### config.mk
export PLATFORM = sky130hd
export DESIGN_NAME = even_seq_ctrl
export DESIGN_NICKNAME = d
export VERILOG_FILES = /design/src/rtl/seq_pkg.sv /design/src/rtl/seq_counter.sv /design/src/rtl/even_seq_ctrl.sv
export SDC_FILE = /design/constraint.sdc
export NUM_CORES = 1
export LEC_CHECK = 0
export BUFFER_PORTS_ARGS = -buffer_cell sky130_fd_sc_hd__buf_2
export CORE_MARGIN = 8
export CORE_UTILIZATION = 55
export DETAILED_ROUTE_END_ITERATION = 10
export PLACE_DENSITY_LB_ADDON = 0.1
export SLEW_MARGIN = 20
export SYNTH_ARGS = -nofsm -noshare
export SYNTH_HDL_FRONTEND = slang
export SYNTH_HIERARCHICAL = 1
export SYNTH_SLANG_ARGS = --single-unit
### constraint.sdc
create_clock -name clk -period 5.55 [get_ports clk]
set_input_delay 1.11 -clock clk [delete_from_list [all_inputs] [get_ports clk]]
set_output_delay 1.11 -clock clk [all_outputs]
set_load 0.005 [all_outputs]
### src/rtl/seq_pkg.sv
// seq_pkg: shared state encoding and default width/step for the even sequence controller
// Contents: state_t (IDLE, LOAD, RUN, DONE), W_DEF (data width), STEP_DEF (increment per term)
package seq_pkg;
    localparam int W_DEF    = 8;
    localparam int STEP_DEF = 2;
    typedef enum logic [1:0] {
        IDLE = 2'b00,
        LOAD = 2'b01,
        RUN  = 2'b10,
        DONE = 2'b11
    } state_t;
endpackage

### src/rtl/seq_counter.sv
// seq_counter: W-bit term register with load, +STEP increment and carry out
// Ports: clk, reset_ (async active-low), load/d (load d), en (add STEP), q (current term), carry (q+STEP overflows W bits)
module seq_counter
    import seq_pkg::*;
#(
    parameter int W    = W_DEF,
    parameter int STEP = STEP_DEF
) (
    input  logic         clk,
    input  logic         reset_,
    input  logic         load,
    input  logic         en,
    input  logic [W-1:0] d,
    output logic [W-1:0] q,
    output logic         carry
);
    logic [W:0] sum;
    assign sum   = {1'b0, q} + (W+1)'(STEP);
    assign carry = sum[W];
    always_ff @(posedge clk or negedge reset_) begin
        if (!reset_)
            q <= '0;
        else if (load)
            q <= d;
        else if (en)
            q <= sum[W-1:0];
    end
endmodule

### src/rtl/even_seq_ctrl.sv
// even_seq_ctrl: steps seed, seed+STEP, ... and hands out one term per valid/ready transfer
// Ports: clk, reset_ (async active-low); command side start/abort/seed/count/wrap_en;
//        consumer side out_ready/out_valid/out_data; status busy (not IDLE), done (one-cycle completion pulse)
module even_seq_ctrl
    import seq_pkg::*;
#(
    parameter int W    = W_DEF,
    parameter int STEP = STEP_DEF
) (
    input  logic         clk,
    input  logic         reset_,
    input  logic         start,
    input  logic         abort,
    input  logic [W-1:0] seed,
    input  logic [W-1:0] count,
    input  logic         wrap_en,
    input  logic         out_ready,
    output logic         out_valid,
    output logic [W-1:0] out_data,
    output logic         busy,
    output logic         done
);
    state_t       state, state_n;
    logic [W-1:0] rem;
    logic         wrap_q, xfer, last, load, inc, carry;
    assign load = state == IDLE && start;
    seq_counter #(.W(W), .STEP(STEP)) u_cnt (
        .clk   (clk),
        .reset_(reset_),
        .load  (load),
        .en    (inc),
        .d     ({seed[W-1:1], 1'b0}),
        .q     (out_data),
        .carry (carry)
    );
    // last: the term being transferred ends the sequence, either because it is
    // the final requested term or because its successor would overflow without wrap
    always_comb begin
        xfer = out_valid && out_ready;
        last = rem == W'(1) || (carry && !wrap_q);
        inc  = state == RUN && !abort && xfer && !last;
        case (state)
            IDLE:    state_n = start ? LOAD : IDLE;
            LOAD:    state_n = (abort || rem == '0) ? DONE : RUN;
            RUN:     state_n = (abort || (xfer && last)) ? DONE : RUN;
            default: state_n = IDLE;
        endcase
    end
    // out_valid only rises from the second RUN cycle onward, i.e. two edges
    // after start; it drops on the same edge that leaves RUN
    always_ff @(posedge clk or negedge reset_) begin
        if (!reset_) begin
            state     <= IDLE;
            rem       <= '0;
            wrap_q    <= 1'b0;
            out_valid <= 1'b0;
            busy      <= 1'b0;
            done      <= 1'b0;
        end else begin
            state     <= state_n;
            out_valid <= state == RUN && state_n == RUN;
            busy      <= state_n != IDLE;
            done      <= state_n == DONE;
            if (load) begin
                rem    <= count;
                wrap_q <= wrap_en;
            end else if (inc) begin
                rem <= rem - 1'b1;
            end
        end
    end
endmodule

* Word-level counts from Yosys, hierarchy flattened
Cells that the tools add are included.
W data, S select, Z words.
** Storage, ports and cells
- Memories kept :: 0
- RAM bits :: 0
- Word-level logic and storage cells :: 40
- Input port bits :: 22
- Memory bits (read-only) :: 0
- Register bits :: 22
- Bits in latches :: 0
** Operators by class
- Magnitude comparators :: 0
- Div/mod/pow operators :: 0
- Shift operators :: 0
- Bitwise gates (word level) :: 0
- Add/sub/neg operators :: 2
- Multiplexer cells :: 8
- Reduce and logical (&&, ||, !) cells :: 18
- Equality and inequality tests :: 5
- Multiply operators :: 0
** Operators by type and width (number)
- $mux W8 :: 4
- $add A8 B2 Y9 const B :: 1
- $eq A8 B1 Y1 const B :: 1
- $logic_and A1 B1 Y1 :: 8
- $logic_not A8 Y1 :: 1
- $sub A8 B1 Y8 const B :: 1
- $eq A2 B2 Y1 const B :: 3
- $pmux W2 S3 :: 1
- $reduce_bool A2 Y1 :: 2
- $logic_not A1 Y1 :: 3
- $logic_or A1 B1 Y1 :: 3
- $mux W1 :: 3
- $eq A2 B1 Y1 const B :: 1
- $logic_not A2 Y1 :: 1

* Logic depth before layout (Yosys ltp)
Gate-level depths: netlist (run 1).
- Depth in word-level cells :: 9
- Depth in mapped cells :: 9

* Hierarchy
The synthesis (run 1) kept the hierarchy.
** By module, submodules not included
- even_seq_ctrl :: sequential area each 350.3 µm², area each 863.3 µm², instances 1, cells each 93
- seq_counter :: sequential area each 200.2 µm², area each 406.6 µm², instances 1, cells each 43

* Worst setup path before layout (run 1)
OpenSTA, ideal clock, no wires.
- Path type :: input port to flip-flop
- Start :: input port out_ready
- End :: register u_cnt.q[6]
- Library setup time :: 0.082 ns
- Path buffers :: 1
- Setup slack :: 2.878 ns
- Stages on the path :: 7
- Arrival :: 2.590 ns
- Path through :: nand3_2 or3_1 buf_2 nor2_1 nand4_2 or3_1 a31oi_1
** Between the ends
- Cells in the longest elaborated chain, start to end :: 4
** RTL lines
- start: declaration :: line even_seq_ctrl.sv:17 : input logic out_ready,
- $logic_and A1 B1 Y1 :: line even_seq_ctrl.sv:39 : xfer = out_valid && out_ready;
- $logic_and A1 B1 Y1 (2 in a row) :: line even_seq_ctrl.sv:41 : inc = state == RUN && !abort && xfer && !last;
- via inc :: line even_seq_ctrl.sv:25 : logic wrap_q, xfer, last, load, inc, carry;
- $reduce_bool A2 Y1 (no line)
- end signal: assignment :: line seq_counter.sv:26 : q <= sum[W-1:0];
- end: declaration :: line seq_counter.sv:14 : output logic [W-1:0] q,
The timed path passes the listed nets, and every way through them passes these cells.
A chain may end at the register's enable or synchronous reset.

* Worst setup path in the final report (run 1)
Ends and elaborated chain as after synthesis.

==> metrics.cfg, run 1 <==
[placement]
gp_congestion = 0.837
place.port_buffers = 31
dp_hpwl_mm = 2.07

[sta]
drv_slew = 0
finClkSkew_ns = 0.00411
finalSetupTns_ns = 0
fin_crit_ns = 2.74
timing.final.crit_share_pct = 49.3
fmax_mhz = 365
worst_pin_slew_ns = 0.540
rsz0062_at_grt = no
slew_headroom_pct = 63.8
finalHoldViolCount = 0
setup_viol = 0

[yosys]
seq_area_frac_synth_pct = 43.3
synth-edff-count = 0
yosys_warnings = 6
synth.area.top_cells = dfrtp_1 43%, ha_1 6.9%, nand2_1 4.7%, a31oi_1 3.9%, o21ai_0 3.5%
ys.flop_type = dfrtp_1
syn_avg_cell_area_sq_um = 9.34
synth.most_common_cell = dfrtp_1
post_synth_num_cell_types = 40
netlist_instances = 136
syn-num-nets = 165
synth_top_area_share_pct = 43.3
netlist_area_sq_um = 1270
yosysTopAreaCell = dfrtp_1
async_flop_share_pct = 100
synth-seq-cells = 22
synth_commonest_cells = 22 x dfrtp_1, 16 x nand2_1, 12 x nor2_1, 9 x o21ai_0, 8 x a31oi_1

[power_and_ir_drop]
p_int_mw = 0.404
p_sw_mw = 0.274
combinationalPowerShare_pct = 40.2
p_per_area_nw_per_um2 = 457
p_seq_share_pct = 46.8
ir_worst_vdd_mv = 0.274
p_leak_nw = 0.650
power_frac_clock_pct = 13.0
switching_share_pct = 40.4
power_mw = 0.678

[route]
met2WireLength_mm = 1.38
vias_per_cell = 5.74
routed_wl_mm = 2.78
dr_total_vias = 1126
dr.pass1.iters = 4
drtIter0Drc = 80
detail_route.drc_violations = 0
dr_wl_met3_um = 117
wl_per_cell_um = 14.2
antenna_left = 0
wl_met1_mm = 1.26
top_layer = met4

[setup_path]
worst_setup_path_start_kind = input pin
cpPeakStageDelay_ns = 0.49
path_max_fanout = 10
slowest_stage = or3_1
critPathBufInv = 1
crit_arrival_ns = 2.97
endpoint_kind = flip-flop
crit_top_cell = or3_1
critPathKind = input pin to flip-flop
cp_top_family = simple AND/OR/NAND/NOR gates
required_ns = 5.78
crit_path_cell_trace = buf_2, nand3_2, or3_1, nor2_1, nand4_2, or3_1, a31oi_1

[clocking]
cts_tree = done
hold_buffers = 0
cts_sinks = 22
postCtsSetupRepairBufs = 0
clockBufferDepth = 2
cts_resized = 0
numCtsBuffers = 3
h-tree-depth = 1
clk_pin_slew_ns = 0.12
root_buffer = clkbuf_4
insertion_delay_ns = 0.30

[finish]
fin_nets = 198
area_growth_pct = 16.8
fillCellCount = 203
drive_gt1_share_pct = 25.0
n_antenna_cell = 0

[run]
maxCapViolCount = 0

[die]
die_area_sq_um = 4100
die_w_um = 64.1
start_util_pct = 58.0
ios = 33
rows = 17
coreArea_sq_um = 2190
die_h_um = 64.1

[grt]
grt_use_total_pct = 14.3
grt_overflow_total = 0
grt_pass1_wl_mm = 4.88
grt_max_degree = 23
antenna_found_initial = 0
first_global_vias = 1142

[run_status]
status = completed

[hold_path]
min_path_type = flip-flop to flip-flop

-- stage by stage --
step	setup slack [ns]	area, sq um	instances	hold WS (ns)	util [%]
floorplan	2.88	1270	136	0.446	-
global placement	2.61	1450	192	0.458	66.1
detailed placement	2.54	1450	192	0.464	66.1
CTS	2.84	1480	196	0.495	67.7
global route	2.70	1480	196	0.534	67.7
finish	2.81	1480	196	0.488	67.7
-- logic make-up after synthesis --
logic type	after synthesis	share of synthesized area (%)
muxes	3	2.46
and+or+nand+nor	61	27.2
AOI/OAI and AO/OA	27	13.7
adders and majority gates	7	6.90
xor gates and xnor gates	4	2.76
other	1	0.295
DFF	22	43.3
buffers and inverters	11	3.35
-- state kept, by name, summed over array words and instances, names as in the netlist --
name       count
rem            8
u_cnt/q        8
state          2
busy           1
done           1
out_valid      1
wrap_q         1
-- layer usage --
layer | vias to the layer above | GRT usage (%)
met5 | - | 0
met4 | 0 | 3.34
met3 | 2 | 3.48
met2 | 32 | 25.3
met1 | 538 | 16.8
li1 | 554 | -
-- placed cells by master (no fill, tap or decap), types with 2 or more instances in the layout --
master,instances
buf_2,31
dfrtp_1,22
nand2_1,16
nor2_1,12
o21ai_0,9
a31oi_1,8
inv_1,7
ha_1,7
or3_1,5
nand3_1,5
nor3_1,4
nand4_1,3
clkbuf_4,3
xor2_1,3
nand2b_1,2
nor4_1,2
o311ai_0,2
a21oi_1,2
mux2i_1,2
o41ai_1,2
-- tightest hold or removal path, stage by stage, from the launching register on --
cell	delay, ns
dfrtp_1	0.36
nand2_1	0.05
nand2_1	0.05
-- power by group through the flow --
stage / Clock [mW] / Sequential (mW) / Combinational, mW
3_5_place_dp: 0 / 0.320 / 0.274
5_1_grt: 0.0942 / 0.331 / 0.313
2_1_floorplan: 0 / 0.309 / 0.186
3_3_place_gp: 0 / 0.316 / 0.265
4_1_cts: 0.0895 / 0.317 / 0.277
6_report: 0.0882 / 0.317 / 0.272
-- final cells by class --
| type | count | area [sq um] | area share [%] |
|---|---|---|---|
| Tap cell | 28 | 35.0 | 2.36 |
| Multi-Input combinational cell | 103 | 677 | 45.6 |
| Timing Repair Buffer | 31 | 155 | 10.5 |
| Clock buffer | 4 | 36.3 | 2.45 |
| Sequential cell | 22 | 551 | 37.1 |
| Inverter | 8 | 30.0 | 2.02 |
-- worst paths after layout --
path | start | end | slack (ns) | cells after the start
worst max-delay path | out_ready | u_cnt/q[6] | 2.81 | 7
worst min-delay path | wrap_q | wrap_q | 0.49 | 2
worst max register to register | state[0] | u_cnt/q[6] | 2.97 | 8
worst min register to register | wrap_q | wrap_q | 0.49 | 2
max in group asynchronous | reset_ | rem[1] | 4.47 | 1
min in group asynchronous | reset_ | rem[7] | 0.75 | 1
No activity file was read; power rests on OpenSTA's default activity.
==> inputs of run 2 (changes only) <==
Settings changed: CORE_ASPECT_RATIO set to 2, CORE_UTILIZATION 55 to 47.
Clock period 5.55 ns to 2.4 ns, I/O delays scaled along.
==> run 2 against run 1 <==
Utilization down 7.8 points. Final cell count up 3.1%. Count of clock-buffer cells in the layout down 1. Largest cell class unchanged. Largest power group unchanged.
==> metrics.cfg, run 2 (synthesized netlist as in run 1, its figures left out) <==
[grt]
grt_overflow_total = 0  ; unchanged
grt_use_total_pct = 14.7  ; +0.41 points
first_global_vias = 1222  ; +7.0%
grt_pass1_wl_mm = 5.30  ; +8.6%
antenna_found_initial = 0  ; unchanged
grt_max_degree = 23  ; unchanged

[finish]
multi_input_area_sq_um = 677  ; unchanged
ff_latch_area_sq_um = 551  ; unchanged
area_growth_pct = 21.4
drive_gt1_share_pct = 27.6  ; +2.6 points
reg_top3 = rem (8), u_cnt/q (8), state (2)
fin_nets = 205  ; +3.5%
final_cell_mix = 31 x buf_2, 22 x dfrtp_1, 16 x nand2_1, 12 x nor2_1, 9 x o21ai_0
n_antenna_cell = 0  ; unchanged
final_common_cell = buf_2
fillCellCount = 248  ; +22%

[die]
die_w_um = 52.8  ; -18%
start_util_pct = 49.4  ; -8.6 points
die_h_um = 89.5  ; +40%
rows = 26  ; +9
die_area_sq_um = 4720  ; +15%
coreArea_sq_um = 2570  ; +17%
ios = 33  ; unchanged

[sta]
rsz0062_at_grt = no
drv_slew = 0  ; unchanged
setup_viol = 0  ; unchanged
finClkSkew_ns = 0.00450  ; +0.000385 ns
worst_pin_slew_ns = 0.501  ; -0.0388 ns
slew_headroom_pct = 66.6  ; +2.8 points
fin_crit_ns = 2.22
fmax_mhz = 451
timing.final.crit_share_pct = 92.3
finalSetupTns_ns = 0  ; unchanged
finalHoldViolCount = 0  ; unchanged

[route]
dr.pass1.iters = 4  ; unchanged
detail_route.drc_violations = 0  ; unchanged
routed_wl_mm = 3.17  ; +14%
drtIter0Drc = 9  ; -89%
vias_per_cell = 5.70  ; -0.73%
antenna_left = 0  ; unchanged
dr_total_vias = 1152  ; +2.3%
wl_per_cell_um = 15.7  ; +11%

[hold_path]
min_path_type = input pin to asynchronous set/reset pin

[setup_path]
worst_setup_path_start_kind = flip-flop
path_max_fanout = 5  ; -5
startpoint = state[0]
required_ns = 2.58  ; -3.20 ns
reg2reg_from = state[0]
rr_worst_depth = 8  ; unchanged
crit_arrival_ns = 2.40  ; -0.57 ns
critPathKind = flip-flop to flip-flop
worstReg2RegEnd = u_cnt/q[7]
rrSetupSlack_ns = 0.18  ; -2.79 ns
endpoint_kind = flip-flop

[power_and_ir_drop]
ir_worst_vdd_mv = 0.615  ; +120%
power_mw = 1.64  ; +140%
p_per_area_nw_per_um2 = 1070  ; +130%
p_leak_nw = 0.686  ; +5.5%

[clocking]
cts_tree = done
numCtsBuffers = 3  ; unchanged
h-tree-depth = 1  ; unchanged
clockBufferDepth = 2  ; unchanged
clk_pin_slew_ns = 0.08  ; -0.04 ns
hold_buffers = 0  ; unchanged
cts_sinks = 22  ; unchanged
root_buffer = clkbuf_8
postCtsSetupRepairBufs = 0  ; unchanged
insertion_delay_ns = 0.26  ; -0.04 ns
cts_resized = 0  ; unchanged

[run]
maxCapViolCount = 0  ; unchanged

[run_status]
status = completed

[placement]
gp_congestion = 0.790  ; -5.6%
dp_hpwl_mm = 2.51  ; +21%
place.port_buffers = 31  ; unchanged

==> run 2: changes by cell type in the layout (fill, tap and decap cells not counted) <==
cell      before  now
clkbuf_8       1    3
clkbuf_4       3    0
buf_4          0    7
==> run 2: stage by stage <==
| stage | cells | hold slack (ns) | setup slack, ns | cell area [sq um] | util, % |
|---|---|---|---|---|---|
| after floorplan | 136 | 0.184 | 0.156 | 1270 | - |
| after global placement | 199 | 0.475 | 0.270 | 1500 | 58.4 |
| after detailed placement | 199 | 0.480 | 0.188 | 1500 | 58.4 |
| after CTS | 202 | 0.193 | 0.178 | 1540 | 60.0 |
| after global routing | 202 | 0.217 | 0.0000973 | 1540 | 60.0 |
| final | 202 | 0.178 | 0.184 | 1540 | 60.0 |
==> run 2: per-layer routing <==
metal  GRT usage (%)  wire [um]  part of all wire [%]  up-vias
met5               0          0                     0        -
met4            9.48         98                   3.1        0
met3            3.00        136                   4.3       10
met2            26.6       1780                    56       33
met1            13.9       1150                    36      540
li1                -          -                     -      569
==> run 2: worst max-delay path by stage <==
stage / endpoint / slack, ns / cells after the start
after floorplan: u_cnt/q[6] / 0.16 / 9
after CTS: u_cnt/q[6] / 0.18 / 8
after detailed placement: u_cnt/q[7] / 0.19 / 8
after global placement: u_cnt/q[6] / 0.27 / 8
after global routing: u_cnt/q[7] / 0.0001 / 8
final: u_cnt/q[7] / 0.18 / 8
==> run 2: worst max-delay path: stages (launching register included) <==
cell	delay, ns
dfrtp_1	0.39
inv_1	0.09
ha_1	0.24
nand3_2	0.13
or3_1	0.34
nor2_1	0.23
nand4_1	0.20
or3_1	0.34
a31oi_1	0.17
==> run 2: where the power goes <==
part	total [mW]	internal, mW	switching (mW)
Combinational	0.678	0.320	0.358
Clock	0.228	0.112	0.116
Sequential	0.739	0.549	0.189
Total	1.64	0.981	0.663
==> run 2: final cells by class <==
cell class	instances	area share, %
sequential	22	35.7
clock buffer	3	2.68
multi-input combinational	103	43.9
timing repair buffer	38	13.5
tap	28	2.27
inverter	8	1.95
==> inputs of run 3 (changes only) <==
Settings changed: ABC_AREA set to 1, CORE_UTILIZATION 47 to 48, SKIP_LAST_GASP set to 1.
==> run 3 against run 2 <==
Count of clock-buffer cells in the layout stayed put. Synthesized area increased by 11%. Clock power increased by 50%. Via count grew 1.9%. Combinational power increased by 42%. Synthesized cell count up 32%. Global-route usage fell by 2.5 points. Critical endpoint is now u_cnt/q[1]. Largest cell class unchanged.
==> metrics.cfg, run 3 <==
[run_status]
status = completed

[placement]
gp_congestion = 0.785  ; -0.52%
numPlacedInstances = 238  ; +20%
dp_hpwl_mm = 2.22  ; -12%
place.port_buffers = 31  ; unchanged

[setup_path]
worst_setup_path_start_kind = flip-flop
slowest_stage = dfrtp_1
cpPeakStageDelay_ns = 0.44  ; +0.05 ns
required_ns = 2.59  ; about the same
endpoint_kind = flip-flop
path_max_fanout = 6  ; +1
critPathKind = flip-flop to flip-flop
crit_arrival_ns = 1.91  ; -0.49 ns
crit_top_cell = inv_1
crit_path_cell_trace = nand2_1, inv_1, nand3_2, nor2_1, nand2_1, o21ai_2, nor2_2, nand2_4, inv_1, inv_1, nor2_4, inv_2, o211ai_2

[yosys]
synth.area.top_cells = dfrtp_1 39%, nand2_1 14%, ha_1 6.2%, nand3_1 6.0%, inv_1 5.8%
synth_commonest_cells = 53 x nand2_1, 22 x dfrtp_1, 22 x inv_1, 17 x nand3_1, 9 x nor2_1
yosysTopAreaCell = dfrtp_1
yosys_warnings = 6  ; unchanged
synth_top_family_by_area = simple AND/OR/NAND/NOR gates
netlist_area_sq_um = 1410  ; +11%
synth.most_common_cell = nand2_1
synth_compound_area_share_pct = 12.0  ; -1.6 points
post_synth_and_or_nand_nor_area_fraction_pct = 32.2  ; +5.0 points
seq_area_frac_synth_pct = 39.0  ; -4.4 points
synth_xor_area_share_pct = 1.24  ; -1.5 points
yosys.area_share.adder_pct = 6.20  ; -0.70 points
ys.flop_type = dfrtp_1
async_flop_share_pct = 100  ; unchanged
synth_top_area_share_pct = 39.0  ; -4.4 points
syn-num-nets = 208  ; +26%
synth-seq-cells = 22  ; unchanged
syn_avg_cell_area_sq_um = 7.89  ; -15%
post_synth_num_cell_types = 32  ; -20%
synth.area.mux_share_pct = 0.797  ; -1.7 points
synth-edff-count = 0  ; unchanged
netlist_instances = 179  ; +32%

[power_and_ir_drop]
p_sw_mw = 0.832  ; +25%
ir_worst_vdd_mv = 0.694  ; +13%
switching_share_pct = 41.6  ; +1.2 points
p_int_mw = 1.17  ; +19%
power_mw = 2.00  ; +22%
p_seq_share_pct = 34.7  ; -10 points
combinationalPowerShare_pct = 48.2  ; +7.0 points
power_frac_clock_pct = 17.1  ; +3.3 points
p_per_area_nw_per_um2 = 1210  ; +13%
p_leak_nw = 0.888  ; +29%

[finish]
multi_input_area_sq_um = 744  ; +10%
drive_gt1_share_pct = 27.8  ; +0.24 points
final_cells = 242  ; +20%
ff_latch_area_sq_um = 551  ; unchanged
final_cell_mix = 53 x nand2_1, 31 x buf_2, 22 x inv_1, 22 x dfrtp_1, 17 x nand3_1
fillCellCount = 290  ; +17%
area_growth_pct = 17.5
reg_top3 = rem (8), u_cnt/q (8), state (2)
n_antenna_cell = 0  ; unchanged
utilization_pct = 57.8  ; -2.2 points
fin_nets = 242  ; +18%
final_common_cell = nand2_1

[die]
rows = 28  ; +7.7%
coreArea_sq_um = 2870  ; +12%
die_w_um = 54.4  ; +3.0%
ios = 33  ; unchanged
die_area_sq_um = 5040  ; +6.7%
die_h_um = 92.7  ; +3.6%
start_util_pct = 49.2  ; -0.24 points

[sta]
setup_viol = 0  ; unchanged
drv_slew = 0  ; unchanged
worst_pin_slew_ns = 0.646  ; +0.145 ns
timing.final.crit_share_pct = 72.0  ; -20 points
fmax_mhz = 579  ; +28%
finalSetupTns_ns = 0  ; unchanged
slew_headroom_pct = 56.9  ; -9.7 points
fin_crit_ns = 1.73  ; -0.489 ns
rsz0062_at_grt = no
finClkSkew_ns = 0.00145  ; -0.00305 ns
finalHoldViolCount = 0  ; unchanged

[route]
antenna_left = 0  ; unchanged
dr.pass1.iters = 4  ; unchanged
vias_per_cell = 4.85  ; -15%
routed_wl_mm = 2.89  ; -8.9%
wl_per_cell_um = 11.9  ; -24%
drtIter0Drc = 16  ; +7
dr_total_vias = 1174  ; +1.9%
detail_route.drc_violations = 0  ; unchanged

[grt]
antenna_found_initial = 0  ; unchanged
grt_overflow_total = 0  ; unchanged
grt_use_total_pct = 12.2  ; -2.5 points
grt_max_degree = 23  ; unchanged
first_global_vias = 1132  ; -7.4%
grt_pass1_wl_mm = 4.84  ; -8.6%

[clocking]
postCtsSetupRepairBufs = 0  ; unchanged
numCtsBuffers = 3  ; unchanged
clk_pin_slew_ns = 0.08  ; about the same
hold_buffers = 0  ; unchanged
root_buffer = clkbuf_8
clockBufferDepth = 2  ; unchanged
h-tree-depth = 1  ; unchanged
cts_resized = 0  ; unchanged
insertion_delay_ns = 0.26  ; about the same
cts_sinks = 22  ; unchanged
cts_tree = done

[hold_path]
min_path_type = input pin to asynchronous set/reset pin

[run]
maxCapViolCount = 0  ; unchanged

## run 3: logic make-up after synthesis
kind of cell,after synthesis
adder cells (fa/ha/maj),7
AND/OR/NAND/NOR,96
other,1
multiplexers,1
flip-flops,22
AO/OA/AOI/OAI,23
XOR/XNOR,2
buffers and inverters,27
## run 3: worst paths after layout
check | depth (start not counted) | end | startpoint | slack (ns)
min in group clk | 3 | u_cnt/q[1] | seed[1] | 0.44
max in group asynchronous | 1 | rem[5] | reset_ | 1.88
worst min register to register | 1 | u_cnt/q[0] | u_cnt/q[0] | 0.51
worst min-delay path | 1 | u_cnt/q[5] | reset_ | 0.18
worst max-delay path | 13 | u_cnt/q[1] | u_cnt/q[5] | 0.67
worst max register to register | 13 | u_cnt/q[1] | u_cnt/q[5] | 0.67
## run 3: power groups by stage
stage	combinational (mW)	clock, mW	sequential [mW]
floorplan	0.745	0	0.685
global placement	0.965	0	0.698
detailed placement	0.982	0	0.705
CTS	0.986	0.355	0.698
global route	1.12	0.364	0.726
finish	0.966	0.342	0.695
## run 3: cell type report
type | count | share of cell area [%]
Clock buffer | 3 | 2.49
Clock inverter | 1 | 1.81
Inverter | 23 | 5.20
Multi-Input combinational cell | 130 | 44.8
Sequential cell | 22 | 33.2
Tap cell | 30 | 2.26
Timing Repair Buffer | 33 | 10.2
## run 3: worst max-delay path, delay by kind of cell (launching register included)
| family | cells | cell delay [ns] |
|---|---|---|
| and+or+nand+nor | 7 | 0.69 |
| DFF | 1 | 0.44 |
| AOI/OAI and AO/OA | 2 | 0.19 |
| buffers and inverters | 4 | 0.33 |
## run 3: stage by stage
stage	instance area [sq um]	hold slack (ns)	setup WS [ns]
global placement	1590	0.483	0.698
finish	1660	0.177	0.673
floorplan	1410	0.184	0.845
CTS	1660	0.191	0.657
detailed placement	1590	0.483	0.680
global route	1660	0.225	0.482
## run 3: layer usage
layer,GRT usage (%),routed length (um)
met4,4.96,29
met5,0,0
met3,2.73,173
met2,19.4,1390
met1,15.0,1300
